<file path="config.mk">
export PLATFORM = sky130hd
export DESIGN_NAME = subword_mem_controller
export DESIGN_NICKNAME = d
export VERILOG_FILES = /design/src/rtl/subword_mem_controller.sv
export SDC_FILE = /design/constraint.sdc
export NUM_CORES = 1
export LEC_CHECK = 0
export CAP_MARGIN = 20
export CORE_MARGIN = 2
export CORE_UTILIZATION = 42
export DETAILED_ROUTE_END_ITERATION = 16
export PLACE_DENSITY = 0.82
export SLEW_MARGIN = 20
export SYNTH_ARGS = -nofsm -noshare
export SYNTH_HDL_FRONTEND = slang
export SYNTH_SLANG_ARGS = --single-unit
</file>
<file path="constraint.sdc">
create_clock -name clock -period 3.19 [get_ports clock]
set_input_delay 0.638 -clock clock [delete_from_list [all_inputs] [get_ports clock]]
set_output_delay 0.638 -clock clock [all_outputs]
set_load 0.005 [all_outputs]
</file>
<file path="src/rtl/subword_mem_controller.sv">
// Bridges CPU loads/stores onto a word-only data memory: lane extraction for
// sub-word loads, read-modify-write sequencing for sub-word stores.
module subword_mem_controller #(
    parameter bit BIG_ENDIAN = 1'b1
) (
    input  logic        clock,
    input  logic        reset,
    input  logic [31:0] cpu_addr_in,
    input  logic [31:0] cpu_wdata_in,
    input  logic        cpu_re_in,
    input  logic        cpu_we_in,
    input  logic [1:0]  cpu_size_in,
    input  logic        cpu_signed_in,
    output logic [31:0] cpu_rdata_out,
    output logic        cpu_stall_out,
    output logic        cpu_misalign_out,
    output logic [31:0] mem_addr_out,
    output logic [31:0] mem_wdata_out,
    output logic        mem_re_out,
    output logic        mem_we_out,
    output logic [1:0]  mem_size_out,
    input  logic [31:0] mem_rdata_in
);
    typedef enum logic {IDLE, RMW_WRITE} state_t;

    state_t      state;
    logic [29:0] lat_addr;
    logic [31:0] merge;

    logic        is_sub;
    logic        misaligned;
    logic        active;
    logic        lane_sign;
    logic [4:0]  shift;
    logic [31:0] lane_mask;
    logic [31:0] lane_raw;
    logic [31:0] load_value;
    logic [31:0] merged;

    // Lane geometry: mask is right-justified, shift moves it to the addressed lane.
    always_comb begin
        lane_mask  = 32'hFFFF_FFFF;
        shift      = '0;
        misaligned = |cpu_addr_in[1:0];
        case (cpu_size_in)
            2'b00: begin
                lane_mask  = 32'h0000_00FF;
                misaligned = 1'b0;
                shift      = BIG_ENDIAN ? {~cpu_addr_in[1:0], 3'b000}
                                        : { cpu_addr_in[1:0], 3'b000};
            end
            2'b01: begin
                lane_mask  = 32'h0000_FFFF;
                misaligned = cpu_addr_in[0];
                shift      = BIG_ENDIAN ? {~cpu_addr_in[1], 4'b0000}
                                        : { cpu_addr_in[1], 4'b0000};
            end
            default: ;
        endcase
        is_sub     = ~cpu_size_in[1];
        active     = cpu_re_in | cpu_we_in;
        lane_raw   = (mem_rdata_in >> shift) & lane_mask;
        lane_sign  = cpu_size_in[0] ? lane_raw[15] : lane_raw[7];
        load_value = lane_raw;
        if (is_sub && cpu_signed_in && lane_sign) begin
            load_value = lane_raw | ~lane_mask;
        end
        merged = (mem_rdata_in & ~(lane_mask << shift))
               | ((cpu_wdata_in & lane_mask) << shift);
    end

    always_comb begin
        cpu_rdata_out    = '0;
        cpu_stall_out    = 1'b0;
        cpu_misalign_out = 1'b0;
        mem_addr_out     = '0;
        mem_wdata_out    = '0;
        mem_re_out       = 1'b0;
        mem_we_out       = 1'b0;
        mem_size_out     = '0;
        if (!reset) begin
            mem_size_out = 2'b11;
            if (state == RMW_WRITE) begin
                mem_addr_out  = {lat_addr, 2'b00};
                mem_wdata_out = merge;
                mem_we_out    = 1'b1;
            end else begin
                mem_addr_out = {cpu_addr_in[31:2], 2'b00};
                if (active && misaligned) begin
                    cpu_misalign_out = 1'b1;
                end else if (cpu_we_in) begin
                    if (is_sub) begin
                        mem_re_out    = 1'b1;
                        cpu_stall_out = 1'b1;
                    end else begin
                        mem_we_out    = 1'b1;
                        mem_wdata_out = cpu_wdata_in;
                    end
                end else if (cpu_re_in) begin
                    mem_re_out    = 1'b1;
                    cpu_rdata_out = load_value;
                end
            end
        end
    end

    always_ff @(posedge clock) begin
        if (reset) begin
            state    <= IDLE;
            lat_addr <= '0;
            merge    <= '0;
        end else if (state == RMW_WRITE) begin
            state <= IDLE;
        end else if (cpu_we_in && is_sub && !misaligned) begin
            lat_addr <= cpu_addr_in[31:2];
            merge    <= merged;
            state    <= RMW_WRITE;
        end
    end
endmodule
</file>
==> flow_results.org <==
** Global route
- The number of global-route vias before repair is 5292.
- Global-route wire length before repair :: 26800 um
- Entering global routing, the biggest net connects 87 pins.
- GRT Residual Overflow :: 0
- Antenna violations before repair :: 0
- Across every metal layer, demand over resource in global routing totals 0.300.

** Routing
- Average via count per standard cell :: 5.57
- Detailed-route DRC error count :: 0
- Iteration-0 DRC Markers :: 422
- The detailed router placed 5388 vias in this run.
- Average detailed-routed wire length per instance :: 18.0 um
- Antenna Violating Nets Remaining :: 0
- The first detailed-routing pass ran for 6 iterations.
- Routed wire length :: 17400 um

** Clock network
- CTS saw 63 sinks.
- Clock transition at the registers of the reported paths :: 0.07 ns
- TritonCTS built the clock tree.
- Clock insertion delay at the later pin of the skew report :: 0.33 ns
- H-tree depth reported by CTS :: 3
- Number of buffers inserted during clock tree synthesis :: 9
- CTS placed an instance of sky130_fd_sc_hd__clkbuf_8 at the clock tree root.
- Largest buffer count on any clock path :: 2

** Timing
- Across all hold checks on the routed design, the worst slack comes to 0.459 ns.
- Max-slew violations :: 0
- The total count of hold-check failures in the final report is 0.
- Setup WS post-layout :: 0.0520 ns
- RSZ-0062 raised after global routing :: no
- Final min period :: 3.14 ns
- Post-Route Skew :: 0.00954 ns
- For the pin with the worst max-slew slack, the measured transition is 0.671 ns.
- Setup violations remaining at the end of the flow were counted as 0.
- Headroom to the max-slew limit came out at 0.553.
- Period utilization :: 0.984
- Highest clock frequency the design can meet :: 0.319 GHz

** Layout
- Nets@finish :: 929
- Share of layout cells above drive strength 1 :: 0.185
- Once layout is complete, the cells apart from fillers number 967.
- From synthesis to final layout, the design area changed by 69.3%.
- Finished Cell Area :: 7380 um2
- The number of antenna diodes in the final layout is 0.

** Die
- In this run the core area contains 37 standard-cell rows.
- Core Region :: 10200 um2
- Die outline height :: 106 um
- Initial core utilization :: 0.428
- Total die area :: 11200 um2
- 205 I/O pins were placed.
- Width of the die :: 106 um

** Synth
- Most common flop cell mapped by yosys :: sky130_fd_sc_hd__dfxtp_1
- Count of state elements after synthesis :: 63
- Yosys warning count :: 0
- By count the netlist is led by 103 x sky130_fd_sc_hd__nand2_1, 87 x sky130_fd_sc_hd__nor2_1, 69 x sky130_fd_sc_hd__mux2i_1.
- Of the synthesized area, sequential elements account for 0.289.
- The cell area that synthesis handed to floorplanning was 4360 um2.
- Counting distinct cell types in the post-synthesis netlist gives 44.
- Cell type contributing the most total cell area after synthesis :: sky130_fd_sc_hd__dfxtp_1
- Async set-reset flop share out of synthesis :: 0
- Synthesis handed over a netlist of 578 instances.
- Synth area leaders :: sky130_fd_sc_hd__dfxtp_1 29%, sky130_fd_sc_hd__mux2i_1 16%, sky130_fd_sc_hd__nand2_1 8.9%
- Avg Cell Area, Syn :: 7.54 um2
- The synthesized design contains 0 enable-type register cells.
- The share of synthesized area in the top cell type comes to 0.289.
- Count leader, synth :: sky130_fd_sc_hd__nand2_1

** Critical path
- Crit Reg-Reg Startpoint :: state
- The critical path starts at cpu_addr_in[0].
- Critical path data arrival time :: 2.50 ns
- Critical path endpoint category :: output port
- The worst register-to-register path ends at merge[29].
- Counting cells, the worst reg-to-reg path comes to 5.
- STA classifies the critical path startpoint as an input pin.
- Along the worst path, the maximum fanout reaches 6.
- Type of the worst setup path :: in -> out
- Required time worst endpoint :: 2.55 ns
- Worst setup slack for register-to-register paths :: 1.50 ns

** Placement
- Placed Cells incl. Taps :: 921
- Once placement finished, the instance area stood at 6780 um2.
- DP Wirelength :: 12200 um
- GP Congestion :: 0.979
- Minimum setup slack after placement :: -0.469 ns
- Input and output buffers added on the ports amount to 202.

** Power and ir drop
- Summing internal, switching and leakage power gives 2.13 mW.
- Worst supply voltage drop on vdd :: 0.181 mV
- Pwr/cell area :: 288 nW/um2
- Summed over all cells, the static leakage comes to 3.11 nW.

** Min path
- Hold path start :: lat_addr[19]
- The path class of the tightest hold or removal check is reg -> reg.
- Hold Path End :: lat_addr[19]
- WHS Path Cells :: 2

** Flow run
- Across the run, the number of max-cap violations was 0.

** Run status
- Status :: complete, no violations
-- where the power goes --
part           total (mW)  internal, mW  leakage, nW  switching, mW
clock network       0.603         0.283       0.0833          0.320
registers           0.849         0.827        0.516         0.0220
logic               0.675         0.369         2.51          0.306
total                2.13          1.48         3.11          0.648
-- routing by layer --
metal  part of all wire  wire [um]  global-route usage  vias up
met5                  0          0                   0        -
met4              0.027        465              0.0968        0
met3              0.093       1630              0.0687       36
met2               0.49       8470               0.521      320
met1               0.39       6840               0.366     2511
li1                   -          -                   -     2521
-- cells in the final DEF (no fill, tap or decap), types with 2 or more instances in the layout --
cell type                         synthesis  layout
sky130_fd_sc_hd__nor2_1                  87      82
sky130_fd_sc_hd__nand4_1                  2       2
sky130_fd_sc_hd__nand3_2                  1       4
sky130_fd_sc_hd__nand2b_1                 3       3
sky130_fd_sc_hd__nor4b_1                  8       8
sky130_fd_sc_hd__a211oi_1                 8       8
sky130_fd_sc_hd__or2_4                    0       2
sky130_fd_sc_hd__nand3_1                 16      13
sky130_fd_sc_hd__buf_12                   0       7
sky130_fd_sc_hd__o2111ai_4                1       2
sky130_fd_sc_hd__o21ai_0                 29      21
sky130_fd_sc_hd__and2_1                   8       8
sky130_fd_sc_hd__dlymetal6s2s_1           0       5
sky130_fd_sc_hd__a2bb2oi_1               16      16
sky130_fd_sc_hd__nor3_2                   0       2
sky130_fd_sc_hd__a21oi_1                 56      56
sky130_fd_sc_hd__clkbuf_8                 0       9
sky130_fd_sc_hd__clkdlybuf4s50_1          0     145
sky130_fd_sc_hd__clkbuf_1                23       2
sky130_fd_sc_hd__or4b_4                   1       2
sky130_fd_sc_hd__buf_6                    2      17
sky130_fd_sc_hd__nor2_2                   0       4
sky130_fd_sc_hd__o21ai_1                  2       8
sky130_fd_sc_hd__nor2b_1                  2       2
sky130_fd_sc_hd__dlygate4sd2_1            0      38
sky130_fd_sc_hd__clkinv_4                 0       2
sky130_fd_sc_hd__clkdlybuf4s15_1          0       5
sky130_fd_sc_hd__mux2i_1                 69      69
sky130_fd_sc_hd__buf_4                    3      57
sky130_fd_sc_hd__nand2_1                103     102
sky130_fd_sc_hd__clkinv_2                 0       2
sky130_fd_sc_hd__buf_2                   18       9
sky130_fd_sc_hd__a311oi_1                 8       8
sky130_fd_sc_hd__dfxtp_1                 63      62
sky130_fd_sc_hd__mux4_2                   7       7
sky130_fd_sc_hd__conb_1                   1       2
sky130_fd_sc_hd__mux2_2                   8       8
sky130_fd_sc_hd__inv_1                    6       6
-- worst max-delay path by stage --
stage                              to  slack [ns]  depth (start not counted)
floorplan           cpu_rdata_out[16]        0.51                          6
global placement    cpu_rdata_out[17]       -0.38                          6
detailed placement  cpu_rdata_out[31]       -0.47                          6
CTS                 cpu_rdata_out[19]        0.01                          9
global route         cpu_rdata_out[7]       0.005                          8
finish              mem_wdata_out[16]        0.05                          9
-- kinds of logic after synthesis --
family                 share of synthesized area
AO/OA/AOI/OAI                              0.187
buffers and inverters                     0.0628
flip-flops                                 0.289
multiplexers                               0.215
other                                   0.000860
AND/OR/NAND/NOR                            0.244
-- worst max-delay path, stage by stage --
cell	delay, ns
sky130_fd_sc_hd__dlygate4sd2_1	0.25
sky130_fd_sc_hd__buf_6	0.13
sky130_fd_sc_hd__or2_4	0.25
sky130_fd_sc_hd__buf_4	0.16
sky130_fd_sc_hd__nor2_4	0.12
sky130_fd_sc_hd__o21ai_4	0.11
sky130_fd_sc_hd__buf_12	0.18
sky130_fd_sc_hd__nor2_1	0.12
sky130_fd_sc_hd__clkdlybuf4s50_1	0.53
-- repair_timing --
item	4_1_cts	5_1_grt
hold endpoints to repair	0	0
gates cloned	5	1
buffers inserted	24	2
pin swaps	32	6
gates resized for setup	126	12
setup endpoints to repair	80	25
hold buffers	0	0
-- sequential cells by signal, summed over array words and instances (netlist names) --
name      count
lat_addr     30
merge        32
state         1
-- through the flow --
stage,setup TNS (ns),utilization
3_5_place_dp,-18.69,0.666
4_1_cts,0,0.719
6_report,0,0.725
3_3_place_gp,-17.26,0.666
2_1_floorplan,0,-
5_1_grt,0,0.725
-- area by class of cell --
cell class	instances	area, um2
multi-input combinational	457	2950
timing repair buffer	288	2810
fill	782	2800
sequential	63	1260
tap	136	170
clock buffer	11	131
clock inverter	5	35.0
inverter	7	26.3
(Power assumes the default switching activity.)
